$ cat src/rtl/prog_loader_arbiter.sv
// prog_loader_arbiter
// Owns the 256x16 program memory port of the DAPA2014 core. In RUN the CPU
// fetches straight through to memory. A load holds the CPU on a STOP word,
// receives a count byte followed by hi/lo byte pairs over a valid/ready byte
// stream, writes one word per pair, and finishes with a checksum byte that
// either releases the CPU or parks the block in ERR with load_err raised.
module prog_loader_arbiter #(
  parameter logic [7:0]  BASE_ADDR = 8'h00,
  parameter logic [15:0] HOLD_WORD = 16'hB800
) (
  input  logic        clk,
  input  logic        reset_n,
  input  logic        start_load,
  input  logic [7:0]  rx_data,
  input  logic        rx_valid,
  output logic        rx_ready,
  input  logic [7:0]  cpu_addr,
  output logic [15:0] cpu_data,
  output logic        cpu_hold,
  output logic [7:0]  mem_addr,
  output logic [15:0] mem_wdata,
  output logic        mem_we,
  input  logic [15:0] mem_rdata,
  output logic        load_done,
  output logic        load_err
);

  typedef enum logic [2:0] {
    S_RUN   = 3'd0,
    S_COUNT = 3'd1,
    S_HI    = 3'd2,
    S_LO    = 3'd3,
    S_WRITE = 3'd4,
    S_CSUM  = 3'd5,
    S_ERR   = 3'd6
  } state_e;

  state_e      state_q, state_d;
  logic [7:0]  ptr_q,   ptr_d;    // next memory address to write
  logic [8:0]  cnt_q,   cnt_d;    // words still to receive; 9 bits so 256 fits
  logic [7:0]  sum_q,   sum_d;    // running mod-256 sum of data bytes
  logic [7:0]  hi_q,    hi_d;     // high byte of the word being assembled
  logic [15:0] wdata_q, wdata_d;
  logic        we_q,    we_d;
  logic        done_q,  done_d;
  logic        err_q,   err_d;

  logic        in_run;
  logic        accept;

  // Decode the state-only outputs: CPU pass-through in RUN, hold otherwise
  always_comb begin
    in_run   = (state_q == S_RUN);
    rx_ready = (state_q == S_COUNT) || (state_q == S_HI) ||
               (state_q == S_LO)    || (state_q == S_CSUM);
    cpu_hold = !in_run;
    cpu_data = in_run ? mem_rdata : HOLD_WORD;
    mem_addr = in_run ? cpu_addr  : ptr_q;
  end

  // A byte moves only when both sides agree at the clock edge
  assign accept = rx_valid && rx_ready;

  // Next-state and datapath updates for the load sequence
  always_comb begin
    // NOTE: every *_d gets its hold value first so no path through the case
    // leaves a signal unassigned, which would otherwise infer a latch.
    state_d = state_q;
    ptr_d   = ptr_q;
    cnt_d   = cnt_q;
    sum_d   = sum_q;
    hi_d    = hi_q;
    wdata_d = wdata_q;
    we_d    = 1'b0;
    done_d  = 1'b0;
    err_d   = err_q;

    unique case (state_q)
      S_RUN: begin
        // rx_ready is low here, so a byte offered alongside start_load waits
        // for COUNT instead of being swallowed.
        if (start_load) begin
          state_d = S_COUNT;
          sum_d   = 8'h00;
          ptr_d   = BASE_ADDR;
        end
      end

      S_COUNT: begin
        if (accept) begin
          // A count of zero stands for a full 256-word image.
          cnt_d   = (rx_data == 8'h00) ? 9'd256 : {1'b0, rx_data};
          state_d = S_HI;
        end
      end

      S_HI: begin
        if (accept) begin
          hi_d    = rx_data;
          sum_d   = sum_q + rx_data;
          state_d = S_LO;
        end
      end

      S_LO: begin
        if (accept) begin
          wdata_d = {hi_q, rx_data};
          sum_d   = sum_q + rx_data;
          we_d    = 1'b1;
          state_d = S_WRITE;
        end
      end

      S_WRITE: begin
        // The strobe registered on entry is high for this one cycle while
        // mem_addr still shows the old pointer; advance both counters now.
        ptr_d   = ptr_q + 8'd1;
        cnt_d   = cnt_q - 9'd1;
        state_d = (cnt_q == 9'd1) ? S_CSUM : S_HI;
      end

      S_CSUM: begin
        if (accept) begin
          if (rx_data == sum_q) begin
            state_d = S_RUN;
            done_d  = 1'b1;
          end else begin
            state_d = S_ERR;
            err_d   = 1'b1;
          end
        end
      end

      S_ERR: begin
        if (start_load) begin
          state_d = S_COUNT;
          err_d   = 1'b0;
          sum_d   = 8'h00;
          ptr_d   = BASE_ADDR;
        end
      end

      default: begin
        state_d = S_RUN;
      end
    endcase
  end

  // State and datapath registers; reset drops straight back to RUN
  always_ff @(posedge clk or negedge reset_n) begin
    if (!reset_n) begin
      state_q <= S_RUN;
      ptr_q   <= BASE_ADDR;
      cnt_q   <= 9'd0;
      sum_q   <= 8'h00;
      hi_q    <= 8'h00;
      wdata_q <= 16'h0000;
      we_q    <= 1'b0;
      done_q  <= 1'b0;
      err_q   <= 1'b0;
    end else begin
      // NOTE: non-blocking assignments here so every register samples the
      // pre-edge values computed by the combinational block above.
      state_q <= state_d;
      ptr_q   <= ptr_d;
      cnt_q   <= cnt_d;
      sum_q   <= sum_d;
      hi_q    <= hi_d;
      wdata_q <= wdata_d;
      we_q    <= we_d;
      done_q  <= done_d;
      err_q   <= err_d;
    end
  end

  assign mem_wdata = wdata_q;
  assign mem_we    = we_q;
  assign load_done = done_q;
  assign load_err  = err_q;

endmodule

$ cat config.mk
export PLATFORM = sky130hd
export DESIGN_NAME = prog_loader_arbiter
export DESIGN_NICKNAME = d
export VERILOG_FILES = /design/src/rtl/prog_loader_arbiter.sv
export SDC_FILE = /design/constraint.sdc
export NUM_CORES = 1
export LEC_CHECK = 0
export BUFFER_PORTS_ARGS = -buffer_cell sky130_fd_sc_hd__buf_2
export CAP_MARGIN = 20
export CORE_UTILIZATION = 40
export DETAILED_ROUTE_END_ITERATION = 8
export GPL_TIMING_DRIVEN = 0
export PLACE_DENSITY = 0.66
export SLEW_MARGIN = 20
export SYNTH_ARGS = -nofsm -noshare
export SYNTH_HDL_FRONTEND = slang
export SYNTH_SLANG_ARGS = --single-unit
$ cat constraint.sdc
create_clock -name clk -period 1.9 [get_ports clk]
set_clock_uncertainty 0.05 [all_clocks]
set_input_delay 0.285 -clock clk [delete_from_list [all_inputs] [get_ports clk]]
set_output_delay 0.285 -clock clk [all_outputs]
set_load 0.1 [all_outputs]
==> results by group, run 1 <==
Run status
  • Status: finished, violations left
  • Failing checks: setup timing

STA
  • Fmax: between 400 and 500 MHz
  • RSZ-0062 raised after global routing: true
  • Final setup fails: 26
  • Crit path time final: around 2.1 ns
  • Slew Viols, Final: 0
  • Worst slew margin: a little over half
  • Final Hold Fails: 0
  • PnR worst setup slack: -0.210 ns
  • Tcrit/Tclk final: 111%
  • Setup_tns: -3.91 ns
  • Worst Max-Slew Pin Slew: around 0.70 ns

Synthesis
  • Mapped Area: between 0.003 and 0.004 sq mm
  • Gate Count Post-Synth: between 200 and 300
  • Synth Warn #: 0
  • Top FF cell, synth: dfrtp_1
  • Syn Area/Cell: between 10 and 15 sq um
  • Distinct cells, synth: 50
  • Count of state elements after synthesis: 55
  • Synth Net Count: roughly 340
  • Sequential area share after synthesis: 44.6%
  • Post-synth EDFFs: 0
  • FFs w/ async S/R, synth: 100%

Global route
  • Largest net degree at the start of global routing: 56
  • GRT Total Usage: 20.6%
  • Vias in the first global route: around 2700
  • First-pass GRT wire length: 13600 microns
  • GR Overflow Total: 0
  • Initial antenna violation count: 0

Routing
  • Iter 0 DRT Violations: between 100 and 150
  • Drt drc: 0
  • WL final: roughly 8400 microns
  • Vias post-DR: approximately 2800
  • Pre-antenna DRT Iters: 4
  • Routed Antenna Nets: 0
  • Routed WL per cell: approximately 16 microns
  • Routed vias/inst: roughly 5.4

CTS
  • CTS tree: yes
  • Reg clk slew, reported paths: approximately 0.11 ns
  • Clock sinks: 55
  • Clock root cell: clkbuf_8
  • Max Root-Sink Buffers: 2
  • Latest clock arrival within the worst-skew pair: around 0.32 ns
  • Number of CTS-inserted buffers: 5
  • H-tree Lvls: 2

Floorplanning
  • Die Span Y: ~90 microns
  • Core area: approximately 0.0074 sq mm
  • FP Rows: 31
  • Initial Utilization: 41.9%
  • I/O Pins: around 80
  • Full die area: between 0.008 and 0.009 sq mm
  • Die W: 89.8 microns

Setup path
  • Startpoint types: flip-flop
  • CP Data Required Time: approximately 1.6 ns
  • Critical path endpoint category: primary output
  • Crit path kind: flip-flop to primary output
  • Critical Path AT: about 1.8 ns
  • Max FO, Critical Path: 7

Layout
  • Reg area: 0.00138 sq mm
  • Share of layout cells above drive strength 1: between 50% and 60%
  • Diode count: 0
  • Area grow syn2layout: 52.1%
  • Nets: approximately 460
  • Finished Core Util: a little under two thirds
  • Area of the multi-input gates: between 0.0015 and 0.002 sq mm
  • Fillcell total: 560

Flow run
  • Max Cap Viol: 0

Placement
  • Placement Setup Slack: -0.423 ns
  • Port Buf Inserts: 79
  • Gpl congestion: roughly 0.86
  • HPWL Detailed: ~5200 microns

Min path
  • Min-Delay Path Class: input port to flip-flop
## kinds of logic after synthesis
group | share of synthesized area (%)
multiplexers | 12.0
adder cells (fa/ha/maj) | 4.70
XOR/XNOR | 2.55
flip-flops | 44.6
buffers and inverters | 3.24
AND/OR/NAND/NOR | 19.3
AO/OA/AOI/OAI | 13.6
## registers in the layout, summed over array words and instances (netlist names)
name and flops:
mem_we 1, sum_q 8, load_done 1, state_q 3, hi_q 8, mem_wdata 16, cnt_q 9, load_err 1
ptr_q 8
## per-stage QoR
step	hold WS (ns)	cell area, sq um	cells
6_report	0.259	4690	512
5_1_grt	0.263	4690	512
4_1_cts	0.217	4360	495
3_5_place_dp	0.330	3640	475
3_3_place_gp	0.419	3630	475
2_1_floorplan	-0.0606	3120	297
## cell usage in the layout (no fill, tap or decap), types with 3 or more instances in the layout
cell | synthesis | routed
buf_6 | 1 | 11
buf_4 | 2 | 23
and3_1 | 3 | 3
nor2_1 | 24 | 22
xor2_1 | 3 | 3
clkbuf_8 | 0 | 7
buf_2 | 8 | 56
nand2b_4 | 0 | 4
a311oi_1 | 4 | 4
nor4b_2 | 0 | 3
ha_1 | 10 | 3
dfrtp_1 | 55 | 54
mux2_4 | 0 | 8
xnor2_1 | 6 | 6
inv_1 | 8 | 8
a21oi_1 | 12 | 9
a32o_1 | 4 | 4
ha_4 | 0 | 7
a31oi_1 | 3 | 3
nand2_1 | 22 | 21
o21ai_0 | 22 | 17
a21oi_2 | 3 | 4
mux2_2 | 32 | 24
nand3_1 | 6 | 5
and2_2 | 0 | 3
nand2b_1 | 8 | 4
and2_4 | 0 | 9
nand4_1 | 4 | 4
o21ai_1 | 0 | 4
buf_12 | 0 | 25
## Yosys cell counts, types with 6 or more instances
cell type   n  area share, %
a21oi_1    12            1.9
nand2b_1    8            1.6
ha_1       10            4.1
o21ai_0    22            3.6
nor2_1     24            2.9
mux2_2     32             12
xnor2_1     6            1.7
and2_1     13            2.6
inv_1       8           0.97
buf_2       8            1.3
dfrtp_1    55             45
nand2_1    22            2.7
nand3_1     6           0.97
## critical path, stage by stage, from the launching register on
cell and delay [ns]:
dfrtp_1 0.41, buf_6 0.13, nor3_4 0.25, buf_6 0.18, mux2_4 0.32, buf_12 0.17
## timing repair
item / CTS / global route
resized for setup: 137 / 40
buffers inserted: 10 / 18
endpoints found under the setup margin: 40 / 51
endpoints found under the hold margin: 55 / 0
pin swaps: 4 / 14
cloned: 1 / 0
hold buffers: 1 / 0
## worst paths after layout
| check | startpoint | endpoint | slack (ns) | depth (start not counted) |
|---|---|---|---|---|
| worst min-delay path | rx_data[4] | cnt_q[4]$_DFFE_PN0P_ | 0.26 | 3 |
| worst max register to register | state_q[1]$_DFFE_PN0P_ | state_q[1]$_DFFE_PN0P_ | -0.04 | 8 |
| min in group asynchronous | reset_n | ptr_q[2]$_DFFE_PN0P_ | 0.48 | 2 |
| worst min register to register | mem_wdata[11]$_DFFE_PN0P_ | mem_wdata[11]$_DFFE_PN0P_ | 0.46 | 1 |
| worst max-delay path | state_q[2]$_DFFE_PN0P_ | mem_addr[5] | -0.21 | 5 |
| max in group asynchronous | reset_n | state_q[1]$_DFFE_PN0P_ | 0.83 | 2 |
## cell type report
| cell class | instances | area share [%] |
|---|---|---|
| sequential | 55 | 29.3 |
| tap | 99 | 2.64 |
| inverter | 8 | 0.640 |
| multi-input combinational | 222 | 40.9 |
| timing repair buffer | 109 | 22.1 |
| clock buffer | 5 | 1.47 |
| clock inverter | 3 | 0.613 |
| buffer | 11 | 2.24 |
## routing by layer
metal	vias up	share of wire, %	GRT usage, %
met2	90	52	35.9
met4	0	0.86	4.23
met1	1373	42	26.2
met3	8	5.1	4.31
met5	-	0	0
li1	1305	-	-
Power of run 1 is left out: the tool's default activity adds up to more than one toggle a clock period on the data nets, which glitch-free logic cannot reach.
==> run 2: changes to the inputs <==
RECOVER_POWER = 100   (was default)
==> results by group, run 2 (synthesized netlist as in run 1, its figures left out) <==
Placement
  • Port Buf Inserts: slightly below 80
  • Gpl congestion: around 0.86
  • HPWL Detailed: approximately 5200 microns
  • Dpl cell area: 0.00364 sq mm

Min path
  • HP Start: rx_data[4]
  • Hold path cells: 3
  • Hold Path Sink: cnt_q[4]$_DFFE_PN0P_
  • Min-Delay Path Class: input port to flip-flop

Routing
  • Iter 0 DRT Violations: 130
  • Routed vias/inst: roughly 5.4
  • Wire length on met3: about 470 microns
  • Pre-antenna DRT Iters: 4
  • Uppermost layer routed: met4
  • Drt drc: 0
  • Metal2 WL: 4310 microns
  • Routed Antenna Nets: 0
  • Vias post-DR: 2789
  • Met1 wire length: approximately 3600 microns
  • Routed WL per cell: 16.4 microns
  • WL final: roughly 8400 microns

Setup path
  • Critical Path AT: between 1.5 and 2 ns
  • Worst r2r src: state_q[1]$_DFFE_PN0P_
  • CP Data Required Time: 1.56 ns
  • Max FO, Critical Path: 7
  • Crit path kind: flip-flop to primary output
  • R2R Setup Slk: -0.14 ns
  • Crit path from: state_q[2]$_DFFE_PN0P_
  • FF-to-FF path depth: 7
  • Startpoint types: flip-flop
  • RR Endpoint: ptr_q[7]$_DFFE_PN0P_
  • Critical path endpoint category: primary output

Layout
  • Max reg flops: 16
  • Commonest non-fill, non-tap cell in the layout: dfrtp_1
  • Area grow syn2layout: 50.0%
  • Most frequent cells in the layout: dfrtp_1 (54), buf_2 (37), buf_12 (25)
  • Nets: approximately 460
  • Share of layout cells above drive strength 1: about half
  • Reg area: about 0.0014 sq mm
  • Post-route cell area: ~0.0046 sq mm
  • Diode count: 0
  • Area of the multi-input gates: 0.00188 sq mm
  • Fillcell total: around 570

Global route
  • GRT Total Usage: approximately a fifth
  • Vias in the first global route: between 2000 and 3000
  • First-pass GRT wire length: 13600 microns
  • GR Overflow Total: 0
  • Largest net degree at the start of global routing: 56
  • Initial antenna violation count: 0

CTS
  • H-tree Lvls: 2
  • Max Root-Sink Buffers: 2
  • Latest clock arrival within the worst-skew pair: 0.32 ns
  • Number of CTS-inserted buffers: 5
  • Reg clk slew, reported paths: 0.11 ns
  • Clock sinks: 55
  • CTS tree: yes
  • Clock root cell: clkbuf_8

STA
  • Crit path time final: between 2 and 2.5 ns
  • PnR worst setup slack: -0.209 ns
  • Final setup fails: 38
  • Hold_ws: 0.260 ns
  • Slew Viols, Final: 0
  • Fmax: about 470 MHz
  • Worst Max-Slew Pin Slew: 1.23 ns
  • Final Hold Fails: 0
  • Tcrit/Tclk final: 111%
  • RSZ-0062 raised after global routing: true
  • Worst slew margin: approximately 18%
  • Setup_tns: -5.20 ns

Floorplanning
  • Die Span Y: around 90 microns
  • Initial Utilization: 41.9%
  • Core area: 0.00737 sq mm
  • Die W: between 80 and 90 microns
  • Full die area: around 0.0081 sq mm
  • I/O Pins: roughly 80
  • FP Rows: 31

Flow run
  • Max Cap Viol: 0

Run status
  • Failing checks: setup timing
  • Status: finished, violations left
[run 2: cell count changes in the layout (fill, tap and decap cells not counted), sizes merged]
cell and delta:
clkbuf +25, buf -25
[run 2: metal layers]
layer,GRT usage [%],vias to the layer above
met3,4.31,8
met4,4.23,0
li1,-,1299
met1,26.2,1382
met2,35.9,100
met5,0,-
[run 2: area by class of cell]
class                           count  area share (%)
Buffer                             11            2.03
Multi-Input combinational cell    222            40.7
Sequential cell                    55            29.8
Inverter                            8           0.649
Clock buffer                        5            1.49
Tap cell                           99            2.68
Timing Repair Buffer              109            22.1
Clock inverter                      3           0.622
[run 2: what timing repair did]
item / in CTS / in global routing
endpoints found under the setup margin: 40 / 51
hold endpoints to repair: 55 / 0
resized for setup: 137 / 40
hold buffers: 1 / 0
pin swaps: 4 / 14
cloned: 1 / 0
setup buffers: 10 / 18
[run 2: critical path, cell delays in order, from the launching register on]
cell	delay [ns]
dfrtp_1	0.41
buf_6	0.13
nor3_4	0.25
buf_6	0.18
mux2_4	0.32
buf_12	0.17
[run 2: stage by stage]
stage | util [%] | setup slack [ns] | cells
finish | 62.8 | -0.209 | 512
global route | 62.8 | -0.266 | 512
CTS | 59.1 | -0.182 | 495
detailed placement | 49.4 | -0.423 | 475
global placement | 49.3 | -0.387 | 475
floorplan | - | -0.119 | 297
[run 2: worst max-delay path by stage]
| stage | endpoint | slack (ns) |
|---|---|---|
| global route | mem_addr[4] | -0.27 |
| detailed placement | cpu_data[9] | -0.42 |
| floorplan | cpu_data[11] | -0.12 |
| global placement | cpu_data[9] | -0.39 |
| CTS | mem_addr[2] | -0.18 |
| finish | mem_addr[5] | -0.21 |
Power of run 2 is left out for the same reason.
==> run 3: changes to the inputs <==
clock period = 1.81 ns   (was 1.9 ns; I/O delays follow)
==> results by group, run 3 (synthesized netlist as in run 1, its figures left out) <==
STA
  • Worst slew margin: about half
  • PnR worst setup slack: -0.290 ns
  • Fmax: around 480 MHz
  • Slew Viols, Final: 0
  • Tcrit/Tclk final: 116%
  • Hold_ws: about 0.26 ns
  • Worst Max-Slew Pin Slew: 0.776 ns
  • Final Hold Fails: 0
  • RSZ-0062 raised after global routing: true
  • Crit path time final: 2.10 ns
  • Final setup fails: 53

Setup path
  • Worst r2r src: state_q[1]$_DFFE_PN0P_
  • RR Endpoint: mem_wdata[6]$_DFFE_PN0P_
  • CP Data Required Time: 1.49 ns
  • Crit path cell chain: buf_8 -> nor3_4 -> buf_6 -> mux2_4 -> buf_12
  • Max FO, Critical Path: 5
  • CP bufs+invs: 3
  • Startpoint types: flip-flop
  • Crit path max-delay family: buffers and inverters
  • Crit path kind: flip-flop to primary output
  • Critical Path AT: ~1.8 ns
  • R2R Setup Slk: -0.17 ns
  • Critical path endpoint category: primary output
  • CP max stage cell: dfrtp_2
  • Worst path max stage delay: about 0.44 ns
  • FF-to-FF path depth: 6

Global route
  • GRT Total Usage: a little over a fifth
  • Initial antenna violation count: 0
  • First-pass GRT wire length: 13700 microns
  • Vias in the first global route: 2756
  • GR Overflow Total: 0
  • Largest net degree at the start of global routing: between 50 and 60

Layout
  • Final non-filler cell total: 512
  • Finished Core Util: between 60% and 70%
  • Nets: ~460
  • Diode count: 0
  • Most frequent cells in the layout: dfrtp_1 (54), buf_2 (36), buf_12 (27)
  • Commonest non-fill, non-tap cell in the layout: dfrtp_1
  • Area grow syn2layout: 56.8%
  • Share of layout cells above drive strength 1: 55.0%
  • Max reg flops: 16
  • Fillcell total: 555

Placement
  • Inst Count DP: ~480
  • Placement Setup Slack: -0.336 ns
  • Gpl congestion: roughly 0.88
  • Port Buf Inserts: ~80
  • HPWL Detailed: 5090 microns

CTS
  • CTS tree: yes
  • Reg clk slew, reported paths: about 0.10 ns
  • Number of CTS-inserted buffers: 5
  • Max Root-Sink Buffers: 2
  • Clock root cell: clkbuf_8
  • Clock sinks: 55
  • H-tree Lvls: 2
  • Latest clock arrival within the worst-skew pair: ~0.31 ns

Floorplanning
  • Die W: around 90 microns
  • Core area: approximately 0.0074 sq mm
  • Die Span Y: around 90 microns
  • Full die area: just over 0.008 sq mm
  • I/O Pins: 81
  • FP Rows: 31
  • Initial Utilization: 41.9%

Flow run
  • Max Cap Viol: 0

Run status
  • Status: finished, violations left
  • Failing checks: setup timing

Min path
  • Hold Path Sink: mem_wdata[0]$_DFFE_PN0P_
  • HP Start: rx_data[0]
  • Hold path cells: 2
  • Min-Delay Path Class: input port to flip-flop

Routing
  • Vias post-DR: ~2800
  • Routed vias/inst: 5.40
  • WL final: 9020 microns
  • Pre-antenna DRT Iters: 4
  • Iter 0 DRT Violations: 160
  • Routed Antenna Nets: 0
  • Routed WL per cell: 17.6 microns
  • Drt drc: 0
## run 3: cell type report
type	count	area, sq um	area share, %
timing repair buffer	109	1070	22.1
clock buffer	5	68.8	1.42
inverter	8	33.8	0.698
clock inverter	3	20.0	0.414
buffer	11	101	2.09
sequential	55	1380	28.5
tap	99	124	2.56
multi-input combinational	222	2050	42.3
## run 3: metal layers
layer / GRT usage, % / wire length, microns / part of all wire (%)
met5: 0 / 0 / 0
met3: 2.62 / 235 / 2.6
met1: 26.7 / 3760 / 42
met4: 8.33 / 265 / 2.9
met2: 36.4 / 4760 / 53
## run 3: what timing repair did
action,4_1_cts,5_1_grt
gates resized for setup,145,52
pin swaps,15,23
cloned,1,0
endpoints found under the setup margin,54,60
setup buffers,16,12
hold endpoints to repair,55,0
hold buffers,1,0
## run 3: worst reg2reg max path, delay by kind of cell, from the launching register on
| kind | cells | cell delay (ns) |
|---|---|---|
| multiplexers | 1 | 0.31 |
| flip-flops | 1 | 0.40 |
| AND/OR/NAND/NOR | 2 | 0.58 |
| buffers and inverters | 3 | 0.54 |
## run 3: through the flow
step / area (sq um) / setup TNS, ns
floorplan: 3170 / -0.623
global placement: 3690 / -7.28
detailed placement: 3690 / -8.12
CTS: 4510 / -5.71
global route: 4840 / -12.85
finish: 4840 / -9.01
## run 3: how the worst max path moves through the flow
stage	end	start	slack (ns)	cells past startpoint
final	mem_addr[2]	state_q[1]$_DFFE_PN0P_	-0.29	5
after global routing	mem_addr[3]	state_q[1]$_DFFE_PN0P_	-0.36	5
after CTS	mem_addr[7]	state_q[1]$_DFFE_PN0P_	-0.28	5
after detailed placement	mem_addr[4]	state_q[1]$_DFFE_PN0P_	-0.34	5
after global placement	mem_addr[6]	state_q[1]$_DFFE_PN0P_	-0.31	5
after floorplan	cpu_data[10]	state_q[1]$_DFFE_PN0P_	-0.06	4
Power of run 3 is left out for the same reason.
